--- config.mk ---
export PLATFORM = sky130hd
export DESIGN_NAME = mem_arbiter
export DESIGN_NICKNAME = d
export VERILOG_FILES = /design/src/rtl/mem_definitions_pkg.sv /design/src/rtl/mem_lane_align.sv /design/src/rtl/mem_arbiter.sv
export SDC_FILE = /design/constraint.sdc
export NUM_CORES = 1
export LEC_CHECK = 0
export CELL_PAD_IN_SITES_DETAIL_PLACEMENT = 0
export CELL_PAD_IN_SITES_GLOBAL_PLACEMENT = 1
export CORE_AREA = 2 2 149 151
export CTS_BUF_LIST = sky130_fd_sc_hd__clkbuf_2 sky130_fd_sc_hd__clkbuf_4 sky130_fd_sc_hd__clkbuf_8
export DETAILED_ROUTE_END_ITERATION = 10
export DIE_AREA = 0 0 151 153
export GPL_TIMING_DRIVEN = 0
export PLACE_DENSITY = 0.93
export SETUP_SLACK_MARGIN = 0.05
export SLEW_MARGIN = 0
export SYNTH_ARGS = -nofsm -noshare
export SYNTH_HDL_FRONTEND = slang
export SYNTH_HIERARCHICAL = 1
export SYNTH_SLANG_ARGS = --single-unit
--- constraint.sdc ---
create_clock -name clk -period 5.3 [get_ports clk]
set_clock_uncertainty 0.15 [all_clocks]
set_input_delay 0.795 -clock clk [delete_from_list [all_inputs] [get_ports clk]]
set_output_delay 0.795 -clock clk [all_outputs]
set_load 0.005 [all_outputs]
--- src/rtl/mem_definitions_pkg.sv ---
// Shared memory-access types and helpers for the memory arbiter.
//   mem_mask_t  : access width/extension type (funct3-style encoding)
//   arb_state_t : arbiter FSM states
//   grant_t     : data-access attributes latched at grant time
//   mem_be_f    : byte enables for an access type and byte offset
//   mem_misaligned_f : misalignment test for an access type and byte offset
package mem_definitions;

  localparam int unsigned DATA_W = 32;
  localparam int unsigned BE_W   = 4;

  typedef enum logic [2:0] {
    MASK_BYTE  = 3'b000,
    MASK_HALF  = 3'b001,
    MASK_WORD  = 3'b010,
    MASK_UBYTE = 3'b100,
    MASK_UHALF = 3'b101
  } mem_mask_t;

  typedef enum logic [1:0] {
    ARB_IDLE,
    ARB_GRANT_D,
    ARB_GRANT_IF,
    ARB_RESP
  } arb_state_t;

  typedef struct packed {
    logic      we;
    mem_mask_t mask;
    logic [1:0] off;
  } grant_t;

  function automatic logic [BE_W-1:0] mem_be_f(input mem_mask_t mask, input logic [1:0] off);
    logic [BE_W-1:0] be;
    case (mask)
      MASK_BYTE, MASK_UBYTE: be = 4'b0001 << off;
      MASK_HALF, MASK_UHALF: be = 4'b0011 << {off[1], 1'b0};
      MASK_WORD:             be = 4'b1111;
      default:               be = 4'b0000;
    endcase
    return be;
  endfunction

  function automatic logic mem_misaligned_f(input mem_mask_t mask, input logic [1:0] off);
    logic mis;
    case (mask)
      MASK_HALF, MASK_UHALF: mis = off[0];
      MASK_WORD:             mis = (off != 2'b00);
      default:               mis = 1'b0;
    endcase
    return mis;
  endfunction

endpackage

--- src/rtl/mem_lane_align.sv ---
// Combinational lane steering between the core and a 32-bit byte-enabled bus.
//   st_mask/st_off/st_wdata : store access type, byte offset, right-justified data
//   st_be_c/st_wdata_c      : byte enables and lane-replicated store data
//   ld_mask/ld_off/ld_rdata : load access type, byte offset, raw bus word
//   ld_rdata_c              : shifted and sign/zero-extended load data
module mem_lane_align
  import mem_definitions::*;
(
  input  mem_mask_t         st_mask,
  input  logic [1:0]        st_off,
  input  logic [DATA_W-1:0] st_wdata,
  input  mem_mask_t         ld_mask,
  input  logic [1:0]        ld_off,
  input  logic [DATA_W-1:0] ld_rdata,
  output logic [BE_W-1:0]   st_be_c,
  output logic [DATA_W-1:0] st_wdata_c,
  output logic [DATA_W-1:0] ld_rdata_c
);

  logic [DATA_W-1:0] ld_shifted;

  // Store: replicate into every lane; the byte enables pick the live one.
  always_comb begin
    st_be_c    = mem_be_f(st_mask, st_off);
    st_wdata_c = st_wdata;
    case (st_mask)
      MASK_BYTE, MASK_UBYTE: st_wdata_c = {4{st_wdata[7:0]}};
      MASK_HALF, MASK_UHALF: st_wdata_c = {2{st_wdata[15:0]}};
      default:               st_wdata_c = st_wdata;
    endcase
  end

  // Load: bring the addressed lane down to bit 0, then extend.
  always_comb begin
    ld_shifted = ld_rdata >> {ld_off, 3'b000};
    ld_rdata_c = ld_shifted;
    case (ld_mask)
      MASK_BYTE:  ld_rdata_c = {{24{ld_shifted[7]}}, ld_shifted[7:0]};
      MASK_UBYTE: ld_rdata_c = {24'h000000, ld_shifted[7:0]};
      MASK_HALF:  ld_rdata_c = {{16{ld_shifted[15]}}, ld_shifted[15:0]};
      MASK_UHALF: ld_rdata_c = {16'h0000, ld_shifted[15:0]};
      default:    ld_rdata_c = ld_shifted;
    endcase
  end

endmodule

--- src/rtl/mem_arbiter.sv ---
// Arbitrates one single-ported memory bus between instruction fetch and data access.
// Data has priority; after MAX_DATA_BURST data grants with a fetch pending, fetch is forced.
//   clk, rst                         : clock, async active-high reset
//   if_req/if_addr/if_rdata/if_ack   : fetch port
//   d_read/d_write/d_addr/d_wdata/d_mask/d_rdata/d_ack/d_err : data port
//   mem_req/mem_we/mem_addr/mem_wdata/mem_be/mem_rdata/mem_ready : bus
//   stall_if, stall_mem              : per-stage stall (combinational)
module mem_arbiter
  import mem_definitions::*;
#(
  parameter int unsigned MAX_DATA_BURST = 4,
  parameter int unsigned ADDR_W         = 32
) (
  input  logic              clk,
  input  logic              rst,
  input  logic              if_req,
  input  logic [ADDR_W-1:0] if_addr,
  output logic [DATA_W-1:0] if_rdata,
  output logic              if_ack,
  input  logic              d_read,
  input  logic              d_write,
  input  logic [ADDR_W-1:0] d_addr,
  input  logic [DATA_W-1:0] d_wdata,
  input  logic [2:0]        d_mask,
  output logic [DATA_W-1:0] d_rdata,
  output logic              d_ack,
  output logic              d_err,
  output logic              mem_req,
  output logic              mem_we,
  output logic [ADDR_W-1:0] mem_addr,
  output logic [DATA_W-1:0] mem_wdata,
  output logic [BE_W-1:0]   mem_be,
  input  logic [DATA_W-1:0] mem_rdata,
  input  logic              mem_ready,
  output logic              stall_if,
  output logic              stall_mem
);

  localparam int unsigned CNT_W = $clog2(MAX_DATA_BURST + 1);

  arb_state_t        state_q, state_d;
  logic [CNT_W-1:0]  count_q, count_d;
  grant_t            grant_q, grant_d;

  logic              mem_req_d, mem_we_d, if_ack_d, d_ack_d, d_err_d;
  logic [ADDR_W-1:0] mem_addr_d;
  logic [DATA_W-1:0] mem_wdata_d, if_rdata_d, d_rdata_d;
  logic [BE_W-1:0]   mem_be_d;

  mem_mask_t         d_mask_e;
  logic              d_any, forced;
  logic [BE_W-1:0]   st_be_c;
  logic [DATA_W-1:0] st_wdata_c, ld_rdata_c;
  logic              unused_if_addr_lsb;

  assign d_mask_e           = mem_mask_t'(d_mask);
  assign d_any              = d_read | d_write;
  assign forced             = if_req && (count_q == CNT_W'(MAX_DATA_BURST));
  assign unused_if_addr_lsb = ^if_addr[1:0];

  assign stall_if  = if_req & ~if_ack;
  assign stall_mem = d_any & ~d_ack;

  // Store side looks at the live request; load side at the access latched at grant.
  mem_lane_align u_lane (
    .st_mask   (d_mask_e),
    .st_off    (d_addr[1:0]),
    .st_wdata  (d_wdata),
    .ld_mask   (grant_q.mask),
    .ld_off    (grant_q.off),
    .ld_rdata  (mem_rdata),
    .st_be_c   (st_be_c),
    .st_wdata_c(st_wdata_c),
    .ld_rdata_c(ld_rdata_c)
  );

  // Next-state and next-output logic.
  always_comb begin
    state_d     = state_q;
    count_d     = count_q;
    grant_d     = grant_q;
    mem_req_d   = mem_req;
    mem_we_d    = mem_we;
    mem_addr_d  = mem_addr;
    mem_wdata_d = mem_wdata;
    mem_be_d    = mem_be;
    if_rdata_d  = if_rdata;
    d_rdata_d   = d_rdata;
    if_ack_d    = 1'b0;
    d_ack_d     = 1'b0;
    d_err_d     = 1'b0;

    case (state_q)
      ARB_IDLE: begin
        if (!if_req) count_d = '0;
        if (d_any && !forced) begin
          // A simultaneous read+write is treated as a store.
          grant_d = '{we: d_write, mask: d_mask_e, off: d_addr[1:0]};
          if (if_req && (count_q != CNT_W'(MAX_DATA_BURST))) count_d = count_q + CNT_W'(1);
          if (mem_misaligned_f(d_mask_e, d_addr[1:0])) begin
            state_d   = ARB_RESP;
            d_ack_d   = 1'b1;
            d_err_d   = 1'b1;
            d_rdata_d = '0;
          end else begin
            state_d     = ARB_GRANT_D;
            mem_req_d   = 1'b1;
            mem_we_d    = d_write;
            mem_addr_d  = {d_addr[ADDR_W-1:2], 2'b00};
            mem_wdata_d = st_wdata_c;
            mem_be_d    = st_be_c;
          end
        end else if (if_req) begin
          count_d     = '0;
          state_d     = ARB_GRANT_IF;
          mem_req_d   = 1'b1;
          mem_we_d    = 1'b0;
          mem_addr_d  = {if_addr[ADDR_W-1:2], 2'b00};
          mem_wdata_d = '0;
          mem_be_d    = 4'b1111;
        end
      end
      ARB_GRANT_D: begin
        if (mem_ready) begin
          state_d   = ARB_RESP;
          mem_req_d = 1'b0;
          mem_we_d  = 1'b0;
          mem_be_d  = '0;
          d_ack_d   = 1'b1;
          d_rdata_d = grant_q.we ? '0 : ld_rdata_c;
        end
      end
      ARB_GRANT_IF: begin
        if (mem_ready) begin
          state_d    = ARB_RESP;
          mem_req_d  = 1'b0;
          mem_be_d   = '0;
          if_ack_d   = 1'b1;
          if_rdata_d = mem_rdata;
        end
      end
      ARB_RESP: state_d = ARB_IDLE;
      default:  state_d = ARB_IDLE;
    endcase
  end

  // State, grant latch, counter and registered outputs.
  always_ff @(posedge clk or posedge rst) begin
    if (rst) begin
      state_q   <= ARB_IDLE;
      count_q   <= '0;
      grant_q   <= '0;
      mem_req   <= 1'b0;
      mem_we    <= 1'b0;
      mem_addr  <= '0;
      mem_wdata <= '0;
      mem_be    <= '0;
      if_rdata  <= '0;
      d_rdata   <= '0;
      if_ack    <= 1'b0;
      d_ack     <= 1'b0;
      d_err     <= 1'b0;
    end else begin
      state_q   <= state_d;
      count_q   <= count_d;
      grant_q   <= grant_d;
      mem_req   <= mem_req_d;
      mem_we    <= mem_we_d;
      mem_addr  <= mem_addr_d;
      mem_wdata <= mem_wdata_d;
      mem_be    <= mem_be_d;
      if_rdata  <= if_rdata_d;
      d_rdata   <= d_rdata_d;
      if_ack    <= if_ack_d;
      d_ack     <= d_ack_d;
      d_err     <= d_err_d;
    end
  end

endmodule

* Yosys cells after proc, flatten, opt, wreduce, memory -nomap -nowiden *
Cells that the tools add are included.
W data, S select, Z words.

word-level totals
  output and inout bits = 139
  flip-flop bits (word level) = 148
  logic and storage cells = 110

operators by class
  equality and inequality tests = 19
  shift operators = 3
  mux-type cells = 46
  $add $sub $neg = 1
  reductions and logical operators = 21
  bitwise logic cells = 5

operators with widths
  kind                   count
  $mux W32               10
  $pmux W32 S2           2
  $pmux W32 S4           1
  $shr A32 B5 Y32        1
  $mux W4                4
  $eq A3 B3 Y1 const B   5
  $mux W1                14
  $mux W3                4
  $pmux W4 S3            1
  $reduce_and A4 Y1      3
  $ne A3 B3 Y1 const B   3
  $mux W2                4
  $ne A2 B2 Y1 const B   4
  $pmux W1 S2            4
  $pmux W4 S2            1
  $reduce_bool A2 Y1     4
  $eq A3 B1 Y1 const B   2
  $logic_not A3 Y1       2
  $pmux W2 S3            1
  $reduce_and A2 Y1      3
  $reduce_or A2 Y1       3
  $eq A2 B2 Y1 const B   2
  $shl A1 B2 Y4 const A  1
  $shl A2 B2 Y4 const A  1
  other kinds (11)       15

* Depth between registers and ports, before layout *
Gate-level depths: netlist of the first run.

  word-level depth = 9
  depth in mapped cells = 9
  depth with buffers taken out = 6

* Modules after synthesis *
Netlist of the first run, hierarchy kept.

modules (own cells, without submodules)
  module          area an instance (um^2)  times used  cells each
  mem_arbiter     6496.2                   1           477
  mem_lane_align  1154.9                   1           169

* Worst setup path after synthesis of the first run *
No wires, ideal clock.

  kind = input-to-reg
  from = input port d_mask[2]
  to = register mem_addr[10]
  stages on the path = 6
  library setup time = 0.125 ns
  buffers on the path = 2
  data required time = 5.025 ns
  arrival = 1.948 ns
  slack = 3.077 ns
  cell sequence = and4bb_4 -> nor4_2 -> o21ai_1 -> buf_4 -> buf_6 -> mux2_4

on the way
  cells in the longest elaborated chain, start to end = 7
  elaborated cells between the ends (all ways) = 9

RTL lines
  element                                       RTL line                   text
  start, declared                               mem_arbiter.sv:24          input logic [2:0] d_mask,
  $eq A3 B1 Y1 or $eq A3 B3 Y1 (tied branches)  mem_definitions_pkg.sv:46  case (mask)
  $reduce_or A2 Y1                              mem_definitions_pkg.sv:46
  $pmux W1 S2 *                                 mem_definitions_pkg.sv:46
  $mux W1 *                                     mem_arbiter.sv:96          if (d_any && !forced) begin
  $mux W1 *                                     mem_arbiter.sv:93          case (state_q)
  $ne A2 B2 Y1 (no line) *                      --
  $reduce_and A3 Y1 (no line) *                 --
  end signal, assigned                          mem_arbiter.sv:169         mem_addr <= mem_addr_d;
  end, declared                                 mem_arbiter.sv:30          output logic [ADDR_W-1:0] mem_addr,

Every way passes the cells marked *; elsewhere a longest branch is shown, timed or not. The select of a mux whose other input is x is not followed.
A chain may end at the register's enable or synchronous reset.

* Worst setup path after layout of the first run *
  from = input port d_write
  to = output port stall_mem

on the way
  cells in the longest elaborated chain, start to end = 2

RTL lines
  element          RTL line           text
  start, declared  mem_arbiter.sv:21  input logic d_write,
  $or A1 B1 Y1     mem_arbiter.sv:57  assign d_any = d_read | d_write;
  $and A1 B1 Y1    mem_arbiter.sv:62  assign stall_mem = d_any & ~d_ack;
  end, declared    mem_arbiter.sv:36  output logic stall_mem

No other way between the ends.

==> run summary, run 1 <==
Cts bufs inserted: 17
Standard cell core area: 0.0215 mm²
Cell Pwr Density: 525 mW/mm²
Vias in the first global route: 6102
Leading post-synthesis cells by cell area: sky130_fd_sc_hd__dfrtp_1 48%, sky130_fd_sc_hd__mux2_2 11%, sky130_fd_sc_hd__mux2i_1 8.2%
Nature of the critical path endpoint: output port
Max-slew headroom at the worst pin: 39.7%
Number of top-level design ports: 276
Cell seen most often among critical-path stages: sky130_fd_sc_hd__clkdlybuf4s50_1
Horizontal extent of the die: 151 µm
Post-CTS setup buffer count: 0
Delay-heaviest family, CP: buffers and inverters
All-layer global routing usage: 19.4%
Delay of the slowest critical-path stage: 0.58 ns
Cells after Synth: 646
Iteration-0 DRC Markers: 220
Final number of setup-violating endpoints: 0
Required arrival time at the worst endpoint: 4.36 ns
Type of origin of the critical path: input pin
Average size of a mapped cell: 11.8 µm²
Maximum clock insertion buffer count: 2
Post-synthesis register bit count: 146
Worst ir drop on vdd: 0.000217 V
Detailed-router iteration count before antenna repair: 4
Post-route antenna net violation count: 0
Number of antenna violations at the first check in global routing: 0
Die Area: 0.0231 mm²
Crit Path Category: input pin to output port
Number of hold violations in the final report: 0
Via-per-instance ratio: 4.81
Floorplan die height: 153 µm
Vias after detailed routing: 5915
Non-filler cells in the finished layout: 1231
Leftover overflow at the end of global routing: 0
Synthesis-to-finish area growth: 45.4%
H-tree Lvls: 4
Multi-input logic area: 0.00347 mm²
Post-synth cell types: 49
Wire length of the first global-routing pass: 34.3 mm
Number of instances in the placed design: 1199
Clock latency reported for the late side of the worst-skew pair: 0.44 ns
Minimum clock period after layout: 3.02 ns
Cell at the root of the clock tree: sky130_fd_sc_hd__clkbuf_8
Detailed placement HPWL: 16.7 mm
Flip-flop cell with the highest count after synthesis: sky130_fd_sc_hd__dfrtp_1
Arr. time, crit path: 2.08 ns
Async set or reset register ratio after synthesis: 100%
Max-cap violations: 0
Outcome: complete, no violations
Maximum number of pins on one net before global-route repair: 81
Hold-fix buffers, CTS: 0
Starting density of the core: 35.6%
Count of flip-flops with a built-in enable after synthesis: 0
Layout net count: 1081
Fin. max-slew vios: 0
Largest fanout of any net on the critical path: 6
Setup repair after global routing missed its margin: false
Residual DRC count: 0
Leak Pwr: 0.00514 µW
Yosys top cell area share: 47.8%
Standard-cell rows: 54
Cell Area, Synth: 0.00765 mm²
Final total negative setup slack: 0 ns
Worst-margin pin slew: 0.901 ns
Count of port buffers added during placement: 271
Total wire length: 21.9 mm
Antenna diode count: 0
Sequential area share after synthesis: 47.8%
Footprint of the flip-flops and latches: 0.00365 mm²
Average routed wire per standard cell: 17.8 µm
Tcrit/Tclk final: 57.0%
Fill cells: 1911
Critical-path cell list: clkdlybuf4s50_1, nor2_2, nor2_1, clkdlybuf4s50_1
Achievable Freq: 0.331 GHz
Crit path buf inv count: 2
Total clock sinks: 146
Proportion of layout cells with a drive suffix above 1: 20.1%
CTS tree: done
Worst-path cell with the longest stage delay: sky130_fd_sc_hd__clkdlybuf4s50_1
Gp weighted congestion: 0.805
Synth warnings: 6
Classification of the worst-slack hold path: register to register
Resized Gates After CTS: 0
Cell taking the most area after synthesis: sky130_fd_sc_hd__dfrtp_1
Clock transition at the register clock pins on the worst setup and hold paths after CTS: 0.07 ns
cells in the mapped netlist (2+ instances only):
cell                       count
sky130_fd_sc_hd__dfrtp_1     146
sky130_fd_sc_hd__mux2_2       73
sky130_fd_sc_hd__mux2i_1      63
sky130_fd_sc_hd__nand2_1      63
sky130_fd_sc_hd__inv_1        49
sky130_fd_sc_hd__a22o_1       32
sky130_fd_sc_hd__mux2_4       28
sky130_fd_sc_hd__nor2_1       24
sky130_fd_sc_hd__o21ai_0      19
sky130_fd_sc_hd__mux2_1       17
sky130_fd_sc_hd__buf_4        16
sky130_fd_sc_hd__a211oi_1     14
sky130_fd_sc_hd__a21oi_1      14
sky130_fd_sc_hd__buf_6        12
sky130_fd_sc_hd__buf_2        10
sky130_fd_sc_hd__nor2b_1      10
sky130_fd_sc_hd__clkbuf_1      6
sky130_fd_sc_hd__ha_1          6
sky130_fd_sc_hd__buf_1         4
sky130_fd_sc_hd__nand2b_1      4
sky130_fd_sc_hd__and3_1        2
sky130_fd_sc_hd__nand3_1       2
sky130_fd_sc_hd__nor2_2        2
sky130_fd_sc_hd__o211ai_2      2
sky130_fd_sc_hd__o21ai_2       2
sky130_fd_sc_hd__o22ai_1       2
sky130_fd_sc_hd__o31ai_1       2
registers in the layout, indices dropped and copies added, names as in the netlist, 2 cells and up:
register / flops
d_rdata: 32
if_rdata: 32
state_q: 2
count_q: 3
mem_be: 4
mem_wdata: 32
grant_q: 6
mem_addr: 30
final timing paths:
check                      cells after the start  slack, ns                  endpoint                      from
max                                            4       2.28                 stall_mem                   d_write
min                                            1       0.34  mem_addr[30]$_DFFE_PP0P_  mem_addr[30]$_DFFE_PP0P_
max reg2reg                                    9       2.98  mem_wdata[0]$_DFFE_PP0P_    count_q[0]$_DFFE_PP0N_
min reg2reg                                    1       0.34  mem_addr[30]$_DFFE_PP0P_  mem_addr[30]$_DFFE_PP0P_
max in group asynchronous                      3       3.49  mem_wdata[0]$_DFFE_PP0P_                       rst
min in group asynchronous                      2       0.68           d_err$_DFF_PP0_                       rst
cell usage in the layout (no fill, tap or decap), types with 2 or more instances in the layout:
master,instances
sky130_fd_sc_hd__a211oi_1,14
sky130_fd_sc_hd__a21oi_1,14
sky130_fd_sc_hd__a22o_1,32
sky130_fd_sc_hd__and3_1,2
sky130_fd_sc_hd__buf_1,4
sky130_fd_sc_hd__buf_2,10
sky130_fd_sc_hd__buf_4,16
sky130_fd_sc_hd__buf_6,12
sky130_fd_sc_hd__clkbuf_1,6
sky130_fd_sc_hd__clkbuf_4,2
sky130_fd_sc_hd__clkbuf_8,18
sky130_fd_sc_hd__clkdlybuf4s50_1,271
sky130_fd_sc_hd__clkinv_2,2
sky130_fd_sc_hd__clkinvlp_4,7
sky130_fd_sc_hd__conb_1,2
sky130_fd_sc_hd__dfrtp_1,146
sky130_fd_sc_hd__ha_1,6
sky130_fd_sc_hd__inv_1,48
sky130_fd_sc_hd__inv_6,2
sky130_fd_sc_hd__mux2_1,17
sky130_fd_sc_hd__mux2_2,73
sky130_fd_sc_hd__mux2_4,28
sky130_fd_sc_hd__mux2i_1,63
sky130_fd_sc_hd__nand2_1,63
sky130_fd_sc_hd__nand2b_1,4
sky130_fd_sc_hd__nand3_1,2
sky130_fd_sc_hd__nor2_1,24
sky130_fd_sc_hd__nor2_2,2
sky130_fd_sc_hd__nor2b_1,10
sky130_fd_sc_hd__o211ai_2,2
sky130_fd_sc_hd__o21ai_0,19
sky130_fd_sc_hd__o21ai_2,2
sky130_fd_sc_hd__o22ai_1,2
sky130_fd_sc_hd__o31ai_1,2
worst register-to-register path, cell delays in order (launching register included):
cell	delay [ns]
sky130_fd_sc_hd__dfrtp_1	0.35
sky130_fd_sc_hd__inv_1	0.06
sky130_fd_sc_hd__ha_1	0.23
sky130_fd_sc_hd__and3_1	0.23
sky130_fd_sc_hd__nor2_2	0.22
sky130_fd_sc_hd__buf_2	0.31
sky130_fd_sc_hd__buf_6	0.19
sky130_fd_sc_hd__buf_2	0.24
sky130_fd_sc_hd__nand2_1	0.10
sky130_fd_sc_hd__mux2i_1	0.15
routing by layer:
layer / global-route usage (%) / share of wire [%] / vias to the layer above
li1: - / - / 2823
met1: 24.8 / 42 / 2868
met2: 31.0 / 48 / 175
met3: 4.54 / 5.6 / 49
met4: 8.72 / 4.0 / 0
met5: 0 / 0 / -
cells by family (layout without fill, tap and decap cells):
logic type,count (synthesis),after routing,synth area share (%)
adders and majority gates,6,6,0.981
AOI/OAI and AO/OA,97,97,10.0
DFF,146,146,47.8
muxes,181,181,27.0
buffers and inverters,97,401,6.88
other,1,2,0.0490
and+or+nand+nor,118,118,7.34
through the flow:
| step | util [%] | setup slack [ns] | hold slack [ns] | total power (µW) | instance area [µm²] |
|---|---|---|---|---|---|
| detailed placement | 50.0 | 2.27 | 0.331 | 5040 | 10800 |
| CTS | 51.8 | 2.28 | 0.348 | 5910 | 11100 |
| global placement | 49.9 | -1.83 | 0.326 | 4970 | 10700 |
| floorplan | - | 0.432 | 0.309 | 3490 | 7650 |
| global route | 51.8 | 2.22 | 0.355 | 6240 | 11100 |
| finish | 51.8 | 2.28 | 0.342 | 5830 | 11100 |
layout make-up:
| class | count | share of cell area (%) |
|---|---|---|
| clock inverter | 12 | 0.990 |
| inverter | 49 | 1.70 |
| timing repair buffer | 272 | 24.6 |
| sequential | 146 | 32.8 |
| buffer | 48 | 3.08 |
| tap | 280 | 3.15 |
| multi-input combinational | 404 | 31.2 |
| clock buffer | 20 | 2.36 |
power breakdown:
part           leakage (µW)  internal, µW  switching (µW)  total [µW]
Sequential          0.00181          1660             295        1950
Combinational       0.00316          1820            1220        3050
Clock              0.000170           393             446         839
(Power assumes the default switching activity.)
==> run 2, diff against run 1 <==
- CORE_AREA: 2 2 149 151 -> 2 2 158 160
- DIE_AREA: 0 0 151 153 -> 0 0 160 162
- PLACE_DENSITY: 0.93 -> 0.88
- clock period: 5.3 -> 2.58 ns (I/O delays scaled with it)
==> run summary, run 2 (synthesis gave the netlist of run 1 again) <==
Floorplan die height: 162 µm
Final number of setup-violating endpoints: 0
Synthesis-to-finish area growth: 47.5%
Classification of the worst-slack hold path: input pin to asynchronous set/reset pin
Type of origin of the critical path: register
Post-Place Worst Slack: -0.0818 ns
Worst R2R Setup Slack: 0.25 ns
CTS tree: done
Crit Reg-Reg Endpoint: mem_addr[6]$_DFFE_PP0P_
Capture point of the critical path: mem_addr[6]$_DFFE_PP0P_
Worst-margin pin slew: 0.832 ns
Final Worst Setup Slack: 0.250 ns
Cell at the root of the clock tree: sky130_fd_sc_hd__clkbuf_8
Reported net switching power: 4150 µW
Post-layout total power: 12300 µW
Horizontal extent of the die: 160 µm
Layout Utilization: 46.8%
Worst setup startpoint: count_q[0]$_DFFE_PP0N_
All-layer global routing usage: 17.9%
Cell Pwr Density: 1090 mW/mm²
Die Area: 0.0259 mm²
Standard-cell rows: 57
Average routed wire per standard cell: 18.1 µm
Post-route antenna net violation count: 0
H-tree Lvls: 4
Max-cap violations: 0
Leading cell types in the layout, fill and taps excluded: 271 x sky130_fd_sc_hd__clkdlybuf4s50_1, 146 x sky130_fd_sc_hd__dfrtp_1, 73 x sky130_fd_sc_hd__mux2_2, 63 x sky130_fd_sc_hd__nand2_1, 63 x sky130_fd_sc_hd__mux2i_1
Setup repair after global routing missed its margin: false
Leftover overflow at the end of global routing: 0
Vias after detailed routing: 5989
Wire length of the first global-routing pass: 36.0 mm
Cts bufs inserted: 17
Max-slew headroom at the worst pin: 44.3%
Nature of the critical path endpoint: register
Largest fanout of any net on the critical path: 10
Antenna diode count: 0
Proportion of layout cells with a drive suffix above 1: 20.4%
Achievable Freq: 0.429 GHz
Maximum clock insertion buffer count: 2
Outcome: complete, no violations
Maximum number of pins on one net before global-route repair: 39
Arr. time, crit path: 2.52 ns
Residual DRC count: 0
Clock latency reported for the late side of the worst-skew pair: 0.45 ns
Number of hold violations in the final report: 0
Total clock sinks: 146
Standard cell core area: 0.0241 mm²
Number of antenna violations at the first check in global routing: 0
Hold-fix buffers, CTS: 0
Share of power burned in registers: 32.5%
Via-per-instance ratio: 4.69
Iteration-0 DRC Markers: 346
Crit Path Category: register to register
Count of port buffers added during placement: 271
Starting density of the core: 31.7%
Largest registers: d_rdata: 32 flops, if_rdata: 32 flops, mem_wdata: 32 flops
Fin. max-slew vios: 0
Internal Pwr Total: 8170 µW
Tcrit/Tclk final: 90.3%
Number of top-level design ports: 276
Detailed-router iteration count before antenna repair: 5
Worst ir drop on vdd: 0.000420 V
Layout net count: 1084
Clock transition at the register clock pins on the worst setup and hold paths after CTS: 0.10 ns
Power share of the combinational group: 51.3%
Minimum clock period after layout: 2.33 ns
Most common cell after layout, fill and taps aside: sky130_fd_sc_hd__clkdlybuf4s50_1
Vias in the first global route: 6163
Sw frac: 33.7%
Startpoint of the worst-slack reg-to-reg timing path: count_q[0]$_DFFE_PP0N_
Leak Pwr: 0.00520 µW
Relative contribution of the clock network to total power: 16.2%
Detailed placement HPWL: 17.9 mm
Required arrival time at the worst endpoint: 2.77 ns
Gp weighted congestion: 0.858
Number of cells traversed by the worst register-to-register path: 7
Total wire length: 23.2 mm
## run 2: changes by cell type in the layout (fill, tap and decap cells not counted)
cell	before	now
sky130_fd_sc_hd__buf_1	4	3
sky130_fd_sc_hd__buf_12	0	4
sky130_fd_sc_hd__buf_16	1	0
sky130_fd_sc_hd__bufinv_16	1	3
sky130_fd_sc_hd__clkbuf_2	0	1
sky130_fd_sc_hd__clkbuf_4	2	1
sky130_fd_sc_hd__clkinv_2	2	0
sky130_fd_sc_hd__clkinv_4	1	2
sky130_fd_sc_hd__clkinvlp_4	7	5
sky130_fd_sc_hd__inv_6	2	3
sky130_fd_sc_hd__inv_8	0	1
## run 2: worst max-delay path: stages, from the launching register on
cell and delay, ns:
sky130_fd_sc_hd__dfrtp_1 0.35, sky130_fd_sc_hd__inv_1 0.07, sky130_fd_sc_hd__ha_1 0.22, sky130_fd_sc_hd__and3_1 0.24
sky130_fd_sc_hd__nor2_2 0.24, sky130_fd_sc_hd__buf_2 0.32, sky130_fd_sc_hd__mux2_2 0.37, sky130_fd_sc_hd__mux2_4 0.27
## run 2: final cells by class
cell class	count	area, µm²
Timing Repair Buffer	275	2790
Fill cell	2272	12800
Clock inverter	13	175
Sequential cell	146	3650
Buffer	48	344
Clock buffer	19	255
Inverter	49	188
Tap cell	324	405
Multi-Input combinational cell	404	3470
## run 2: worst min-delay path by stage
stage	from	end	slack, ns	cells past startpoint
floorplan	grant_q[1]$_DFFE_PP0P_	grant_q[1]$_DFFE_PP0P_	0.31	1
global placement	mem_addr[30]$_DFFE_PP0P_	mem_addr[30]$_DFFE_PP0P_	0.32	1
detailed placement	grant_q[1]$_DFFE_PP0P_	grant_q[1]$_DFFE_PP0P_	0.33	1
CTS	rst	mem_wdata[12]$_DFFE_PP0P_	0.20	2
global route	rst	mem_wdata[2]$_DFFE_PP0P_	0.25	2
finish	rst	mem_wdata[12]$_DFFE_PP0P_	0.21	2
## run 2: routing by layer
metal  GRT usage [%]  share of wire (%)
met2            30.8                 50
met5               0                  0
met1            22.7                 44
met3            3.22                4.0
met4            6.67                2.4
## run 2: timing repair
item	4_1_cts	5_1_grt
endpoints found under the setup margin	0	1
gates resized for setup	0	1
buffers inserted	0	0
## run 2: metrics by stage
step	cell area (µm²)	setup TNS (ns)	hold slack, ns	std cells
floorplan	7660	0	0.309	647
global placement	10800	-181.59	0.324	1242
detailed placement	10900	-1.76	0.331	1246
CTS	11300	0	0.204	1278
global route	11300	0	0.250	1278
finish	11300	0	0.213	1278
## run 2: power groups by stage
stage / clock network [µW] / registers (µW) / logic, µW
after global routing: 2140 / 4150 / 6790
after CTS: 2050 / 4010 / 6390
after floorplan: 0 / 4070 / 3100
final: 1990 / 4010 / 6320
after detailed placement: 0 / 4040 / 6350
after global placement: 0 / 4020 / 6240
==> run 3, diff against run 2 <==
- CTS_CLUSTER_SIZE: unset -> 28
==> results of run 3 <==
Same layout as run 2: the final DEF is identical, and so are final timing and power.
